File: config.mk
export PLATFORM = sky130hd
export DESIGN_NAME = mem_stage
export DESIGN_NICKNAME = d
export VERILOG_FILES = /design/src/rtl/pipeline_pkg.sv /design/src/rtl/mem_stage_load_align.sv /design/src/rtl/mem_stage.sv
export SDC_FILE = /design/constraint.sdc
export NUM_CORES = 1
export LEC_CHECK = 0
export ABC_AREA = 1
export ABC_CLOCK_PERIOD_IN_PS = 1600
export CAP_MARGIN = 10
export CORE_AREA = 2 2 148 150
export CTS_BUF_LIST = sky130_fd_sc_hd__clkbuf_4
export CTS_CLUSTER_SIZE = 20
export DETAILED_ROUTE_END_ITERATION = 8
export DIE_AREA = 0 0 150 152
export GPL_TIMING_DRIVEN = 0
export PLACE_DENSITY = 0.71
export SLEW_MARGIN = 20
export SYNTH_ARGS = -nofsm -noshare
export SYNTH_HDL_FRONTEND = slang
export SYNTH_HIERARCHICAL = 1
export SYNTH_SLANG_ARGS = --single-unit
File: constraint.sdc
create_clock -name clk -period 1.6 [get_ports clk]
set_clock_uncertainty 0.05 [all_clocks]
set_input_delay 0.32 -clock clk [delete_from_list [all_inputs] [get_ports clk]]
set_output_delay 0.32 -clock clk [all_outputs]
set_load 0.01 [all_outputs]
File: src/rtl/pipeline_pkg.sv
// pipeline_pkg: shared types for the RV32I pipeline memory stage.
//   exmem_t     - EX/MEM bundle consumed by mem_stage
//   memwb_t     - MEM/WB bundle produced by mem_stage
//   F3_*        - funct3 encodings for loads and stores
//   RES_*       - ResultSrc encodings used by writeback
//   mem_state_e - memory-stage transaction FSM states
//   is_misaligned - alignment rule for a given access width
package pipeline_pkg;

    localparam int DATA_W = 32;

    // Loads use all five codes; stores use only F3_B/F3_H/F3_W.
    localparam logic [2:0] F3_B  = 3'b000;
    localparam logic [2:0] F3_H  = 3'b001;
    localparam logic [2:0] F3_W  = 3'b010;
    localparam logic [2:0] F3_BU = 3'b100;
    localparam logic [2:0] F3_HU = 3'b101;

    localparam logic [1:0] RES_ALU = 2'b00;
    localparam logic [1:0] RES_MEM = 2'b01;
    localparam logic [1:0] RES_PC4 = 2'b10;
    localparam logic [1:0] RES_IMM = 2'b11;

    typedef enum logic [1:0] {
        ST_IDLE = 2'b00,
        ST_REQ  = 2'b01,
        ST_WAIT = 2'b10
    } mem_state_e;

    typedef struct packed {
        logic [DATA_W-1:0] ALUResult;
        logic [DATA_W-1:0] WriteData;
        logic [4:0]        Rd;
        logic              RegWrite;
        logic              MemRead;
        logic              MemWrite;
        logic [2:0]        funct3;
        logic [1:0]        ResultSrc;
        logic [DATA_W-1:0] PCPlus4;
        logic [DATA_W-1:0] ImmExt;
    } exmem_t;

    typedef struct packed {
        logic [DATA_W-1:0] ALUResult;
        logic [DATA_W-1:0] load_data;
        logic [DATA_W-1:0] PCPlus4;
        logic [DATA_W-1:0] ImmExt;
        logic [1:0]        ResultSrc;
        logic [4:0]        Rd;
        logic              RegWrite;
    } memwb_t;

    // Width is carried in funct3[1:0] for both loads and stores.
    function automatic logic is_misaligned(input logic [2:0] funct3, input logic [1:0] addr_lo);
        logic mis_s;
        case (funct3[1:0])
            2'b01:   mis_s = addr_lo[0];
            2'b10:   mis_s = (addr_lo != 2'b00);
            default: mis_s = 1'b0;
        endcase
        return mis_s;
    endfunction

endpackage

File: src/rtl/mem_stage_load_align.sv
// load_align: combinational load-data extractor.
//   rdata     in  32  raw word returned by memory
//   addr_lo   in  2   byte offset of the access
//   funct3    in  3   load type (LB/LH/LW/LBU/LHU)
//   load_data out 32  extracted, sign/zero-extended value
module load_align
    import pipeline_pkg::*;
(
    input  logic [31:0] rdata,
    input  logic [1:0]  addr_lo,
    input  logic [2:0]  funct3,
    output logic [31:0] load_data
);

    logic [7:0]  byte_s;
    logic [15:0] half_s;

    // Select the addressed byte/half, then extend according to load type
    always_comb begin
        byte_s    = 8'h00;
        half_s    = 16'h0000;
        load_data = 32'h0000_0000;
        case (addr_lo)
            2'b00:   byte_s = rdata[7:0];
            2'b01:   byte_s = rdata[15:8];
            2'b10:   byte_s = rdata[23:16];
            2'b11:   byte_s = rdata[31:24];
            default: byte_s = 8'h00;
        endcase
        if (addr_lo[1]) begin
            half_s = rdata[31:16];
        end else begin
            half_s = rdata[15:0];
        end
        case (funct3)
            F3_B:    load_data = {{24{byte_s[7]}}, byte_s};
            F3_H:    load_data = {{16{half_s[15]}}, half_s};
            F3_W:    load_data = rdata;
            F3_BU:   load_data = {24'h00_0000, byte_s};
            F3_HU:   load_data = {16'h0000, half_s};
            default: load_data = 32'h0000_0000;
        endcase
    end

endmodule

File: src/rtl/mem_stage.sv
// mem_stage: RV32I memory-access stage with MEM/WB pipeline register.
//   clk, rst_n          pipeline clock, async active-low reset
//   inputs              EX/MEM bundle (held stable by the hazard unit while StallM=1)
//   dmem_req/gnt        request handshake; req stays up until gnt
//   dmem_we/addr/wdata/wstrb  request fields (word address, lane-replicated data)
//   dmem_rvalid/rdata   response (load word or store ack)
//   StallM              freeze upstream stages while a transaction is open
//   MisalignM           one-cycle flag for a misaligned access (no request issued)
//   outputs             registered MEM/WB bundle
module mem_stage
    import pipeline_pkg::*;
#(
    parameter int XLEN = 32  // only 32 is supported
) (
    input  logic            clk,
    input  logic            rst_n,
    input  exmem_t          inputs,
    output logic            dmem_req,
    input  logic            dmem_gnt,
    output logic            dmem_we,
    output logic [XLEN-1:0] dmem_addr,
    output logic [XLEN-1:0] dmem_wdata,
    output logic [3:0]      dmem_wstrb,
    input  logic            dmem_rvalid,
    input  logic [XLEN-1:0] dmem_rdata,
    output logic            StallM,
    output logic            MisalignM,
    output memwb_t          outputs
);

    mem_state_e  state_r;
    logic        mem_op_s;
    logic        mis_s;
    logic        start_s;
    logic        done_s;
    logic        req_s;
    logic        stall_s;
    logic [31:0] ld_data_s;
    logic [3:0]  strb_s;
    logic [31:0] wdata_s;
    memwb_t      wb_next_s;
    memwb_t      wb_r;

    assign mem_op_s = inputs.MemRead | inputs.MemWrite;
    assign mis_s    = mem_op_s & is_misaligned(inputs.funct3, inputs.ALUResult[1:0]);
    assign start_s  = (state_r == ST_IDLE) & mem_op_s & ~mis_s;
    assign done_s   = (state_r == ST_WAIT) & dmem_rvalid;
    assign req_s    = start_s | (state_r == ST_REQ);
    // The completing WAIT cycle is not a stall: upstream advances as MEM/WB captures.
    assign stall_s  = (start_s | (state_r != ST_IDLE)) & ~done_s;

    assign dmem_req   = req_s;
    assign dmem_we    = req_s & inputs.MemWrite;
    assign dmem_addr  = {inputs.ALUResult[31:2], 2'b00};
    assign dmem_wstrb = strb_s;
    assign dmem_wdata = wdata_s;
    assign StallM     = stall_s;
    assign MisalignM  = (state_r == ST_IDLE) & mis_s;
    assign outputs    = wb_r;

    load_align u_load_align (
        .rdata     (dmem_rdata),
        .addr_lo   (inputs.ALUResult[1:0]),
        .funct3    (inputs.funct3),
        .load_data (ld_data_s)
    );

    // Store lane steering; strobes and data are only driven for a live store request
    always_comb begin
        strb_s  = 4'b0000;
        wdata_s = 32'h0000_0000;
        if (req_s && inputs.MemWrite) begin
            case (inputs.funct3[1:0])
                2'b00: begin
                    strb_s  = 4'b0001 << inputs.ALUResult[1:0];
                    wdata_s = {4{inputs.WriteData[7:0]}};
                end
                2'b01: begin
                    strb_s  = 4'b0011 << inputs.ALUResult[1:0];
                    wdata_s = {2{inputs.WriteData[15:0]}};
                end
                default: begin
                    strb_s  = 4'b1111;
                    wdata_s = inputs.WriteData;
                end
            endcase
        end else begin
            strb_s  = 4'b0000;
            wdata_s = 32'h0000_0000;
        end
    end

    // Transaction FSM; a response outside WAIT is never consumed
    always_ff @(posedge clk or negedge rst_n) begin
        if (!rst_n) begin
            state_r <= ST_IDLE;
        end else begin
            case (state_r)
                ST_IDLE: begin
                    if (start_s) begin
                        state_r <= dmem_gnt ? ST_WAIT : ST_REQ;
                    end else begin
                        state_r <= ST_IDLE;
                    end
                end
                ST_REQ: begin
                    if (dmem_gnt) begin
                        state_r <= ST_WAIT;
                    end else begin
                        state_r <= ST_REQ;
                    end
                end
                ST_WAIT: begin
                    if (dmem_rvalid) begin
                        state_r <= ST_IDLE;
                    end else begin
                        state_r <= ST_WAIT;
                    end
                end
                default: state_r <= ST_IDLE;
            endcase
        end
    end

    // Next MEM/WB contents: bubble while stalled, otherwise the bundle for this instruction
    always_comb begin
        wb_next_s = '0;
        if (stall_s) begin
            wb_next_s = '0;
        end else begin
            wb_next_s.ALUResult = inputs.ALUResult;
            wb_next_s.PCPlus4   = inputs.PCPlus4;
            wb_next_s.ImmExt    = inputs.ImmExt;
            wb_next_s.ResultSrc = inputs.ResultSrc;
            wb_next_s.Rd        = inputs.Rd;
            if (done_s) begin
                wb_next_s.RegWrite  = inputs.RegWrite;
                wb_next_s.load_data = inputs.MemRead ? ld_data_s : 32'h0000_0000;
            end else if (mis_s) begin
                wb_next_s.RegWrite  = 1'b0;
                wb_next_s.load_data = 32'h0000_0000;
            end else begin
                wb_next_s.RegWrite  = inputs.RegWrite;
                wb_next_s.load_data = 32'h0000_0000;
            end
        end
    end

    // MEM/WB pipeline register
    always_ff @(posedge clk or negedge rst_n) begin
        if (!rst_n) begin
            wb_r <= '0;
        end else begin
            wb_r <= wb_next_s;
        end
    end

endmodule
==> flow_summary_export.csv <==
group,metric,value,unit
status,run_status,"complete, but fails checks",
status,violations,"negative setup slack",
global_route,track_usage,0.2211,
pwr,p_sw_frac,0.3968,
placement,gp_congestion,0.8808,
cts,clock-root-buffer,"clkbuf_4",
floorplan,die-area,0.02280,mm^2
route,ant_nets,0,
synthesis,ys_async_sr_fraction,1.000,
cts,clk-insertion-delay-late,0.54,ns
timing,max_slew.worst_pin.slew,0.5285,ns
cells_and_area,syn_to_final_growth,69.71,%
pwr,switchingPower,5473,uW
pwr,seqPwrFrac,0.344,
worst_setup_path,crit_buf_inv,3,
worst_setup_path,cp-start-kind,"input port",
cts,cts.sinks,138,
route,firstDrtPassIters,5,
timing,hold_viol_final,0,
floorplan,ios,385,
timing,setup_slack,-0.7326,ns
worst_setup_path,crit_path_end_kind,"output port",
route,dr_total_vias,6710,
cells_and_area,post-route-util,0.5312,
pwr,cellPowerDensity,1216,mW/mm^2
global_route,grt_pass1_vias,6607,
route,drc,0,
global_route,antenna_found_initial,2,
synthesis,synth-seq-cells,138,
synthesis,yosysUniqueCellTypes,28,
cts,clk_pin_slew,0.14,ns
route,wl_per_cell,17.13,um
floorplan,placementRows,54,
timing,rsz0062_at_grt,"yes",
route,drt_iter0_drc,377,
timing,slew_headroom,0.6453,
worst_setup_path,crit_fanout,5,
cells_and_area,drive_gt1_frac,0.2944,
pwr,total_power,13790,uW
synthesis,syn_area_per_cell,8.579,um^2
cts,cts_tree,"built",
timing,max_freq,0.4287,GHz
timing,slew_violations,0,
synthesis,syn_area,0.006683,mm^2
route,vias_per_cell,4.482,
global_route,grt_pass1_wl,38340,um
worst_setup_path,path_class,"input port to output port",
placement,io_buffers,381,
synthesis,syn_inst,779,
worst_setup_path,worstPathArrival,1.96,ns
pwr,p_leak,0.005756,uW
global_route,grt_max_degree,78,
floorplan,die_w,150,um
worst_setup_path,worst_path_max_delay_cell,"clkdlybuf4s50_1",
worst_setup_path,required,1.23,ns
synthesis,yosysTopAreaCellShare,0.5168,
pwr,peakVddDrop,0.4501,mV
cts,cts_made_buffers,17,
worst_setup_path,cp_top_family,"buffers and inverters",
floorplan,die_h,152,um
worst_setup_path,critPathMaxStageDelay,0.63,ns
cts,cts_max_path_buffers,2,
cells_and_area,final_cells,1497,
floorplan,core_area,0.02135,mm^2
synthesis,synthTopCellsByArea,"dfrtp_1 (52%), nand2_1 (12%), a21boi_1 (6.6%), nor2_1 (5.1%), a21boi_0 (4.8%)",
job,cap_violations,0,
timing,period_needed,2.333,ns
timing,min_period_over_period,1.458,
global_route,grt-ovfl-total,0,
pwr,internal_power,8318,uW
cells_and_area,nNetsFinal,1383,
placement,post-place-ws,-1.673,ns
floorplan,start_util,0.3130,
placement,dp_hpwl,19550,um
synthesis,yosys.area.top_type,"dfrtp_1",
placement,place_inst,1442,
cells_and_area,fillCellCount,2099,
route,drt_wl_total,25650,um
cts,cts_htree_levels,4,
synthesis,yosysWarnings,6,
synthesis,synth_ff_type,"dfrtp_1",
worst_setup_path,path_cells,"clkdlybuf4s50_1, nor2_2, nor2_4, nand2_4, nand2_4, nand2_8, bufbuf_16, nor2_2, buf_2",
synthesis,synth_edf_count,0,
timing,setup_tns,-28.09,ns
synthesis,synth_seq_area_share,0.5168,
timing,report.final.setup_viol,45,
worst_hold_path,hp-class,"input port to register",
pwr,comb_power_share,0.497,
pwr,clock_power_share,0.159,
-- metrics by stage --
| stage | hold slack, ns | cell area, um^2 |
|---|---|---|
| after CTS | 0.07065 | 11580 |
| after global routing | 0.06047 | 11340 |
| after detailed placement | 0.2391 | 11130 |
| after global placement | 0.4946 | 11100 |
| final | 0.1286 | 11340 |
| after floorplan | -0.02559 | 6937 |
-- layout by cell type (no fill, tap or decap), drive strengths merged, types with 2 or more instances in the layout --
master         instances
clkinv                 6
dfrtp                138
a21oi                 21
clkdlybuf4s15         36
buf                  181
nand2                214
nand3                 34
inv                   70
or2                    2
conb                   2
a21boi               102
ha                     3
dlygate4sd2           28
clkbuf                86
dlygate4sd3            2
nor2                  94
clkdlybuf4s50        170
nor3                   3
clkinvlp               2
o21ai                 18
-- cell families after synthesis --
group,after synthesis,share of synthesized area
buffers and inverters,146,0.1196
other,1,0.0005612
adders and majority gates,3,0.005618
and+or+nand+nor,348,0.2114
AOI/OAI and AO/OA,143,0.1460
DFF,138,0.5168
-- final cells by class --
class                   count  area [um^2]  share of cell area
diodes                      1        2.502           0.0002207
plain buffers              83        628.1             0.05538
clock buffers              17        127.6             0.01125
clock inverters            15        132.6             0.01169
inverters                  63        271.5             0.02394
multi-input cells         496         2778              0.2449
flip-flops and latches    138         3453              0.3045
well taps                 280        350.3             0.03089
repair buffers            404         3597              0.3172
-- registers in the layout (all words and copies together) (netlist names) --
name / count
state_r: 2
outputs: 136
-- timing repair --
action,4_1_cts,5_1_grt
gates resized for setup,622,134
pin swaps,21,7
endpoints found under the hold margin,63,0
endpoints found under the setup margin,338,222
hold buffers,2,0
gates cloned,3,1
buffers inserted,11,6
-- Yosys cell counts, types with 3 or more instances --
master / count
nand2_1: 209
dfrtp_1: 138
nor2_1: 91
inv_1: 61
a21boi_1: 59
a21boi_0: 43
buf_4: 36
nand3_1: 34
a21oi_1: 21
buf_2: 17
o21ai_0: 17
clkbuf_1: 16
buf_6: 12
nand2_2: 4
ha_1: 3
-- power groups by stage --
| stage | registers, uW | logic, uW | clock network, uW |
|---|---|---|---|
| floorplan | 5390 | 2390 | 0 |
| global placement | 4810 | 6830 | 0 |
| detailed placement | 4840 | 6890 | 0 |
| CTS | 4770 | 6960 | 2290 |
| global route | 4840 | 7360 | 2450 |
| finish | 4740 | 6860 | 2190 |
-- layer usage --
| metal | global-route usage | vias up | part of all wire |
|---|---|---|---|
| li1 | - | 3267 | - |
| met5 | 0 | - | 0.00043 |
| met2 | 0.3827 | 272 | 0.50 |
| met4 | 0.06873 | 2 | 0.021 |
| met3 | 0.05736 | 36 | 0.076 |
| met1 | 0.2675 | 3133 | 0.40 |
-- final timing paths --
kind | to | cells past startpoint | slack (ns) | start
worst min register to register | state_r[1]$_DFF_PN0_ | 3 | 0.57 | state_r[0]$_DFF_PN0_
worst max register to register | outputs[15]$_DFF_PN0_ | 7 | 0.05 | state_r[0]$_DFF_PN0_
max in group asynchronous | outputs[63]$_DFF_PN0_ | 3 | 0.55 | rst_n
min in group asynchronous | outputs[85]$_DFF_PN0_ | 2 | 0.19 | rst_n
worst max-delay path | dmem_wdata[20] | 9 | -0.73 | inputs[69]
worst min-delay path | outputs[118]$_DFF_PN0_ | 2 | 0.13 | inputs[123]
(Power assumes the default switching activity.)
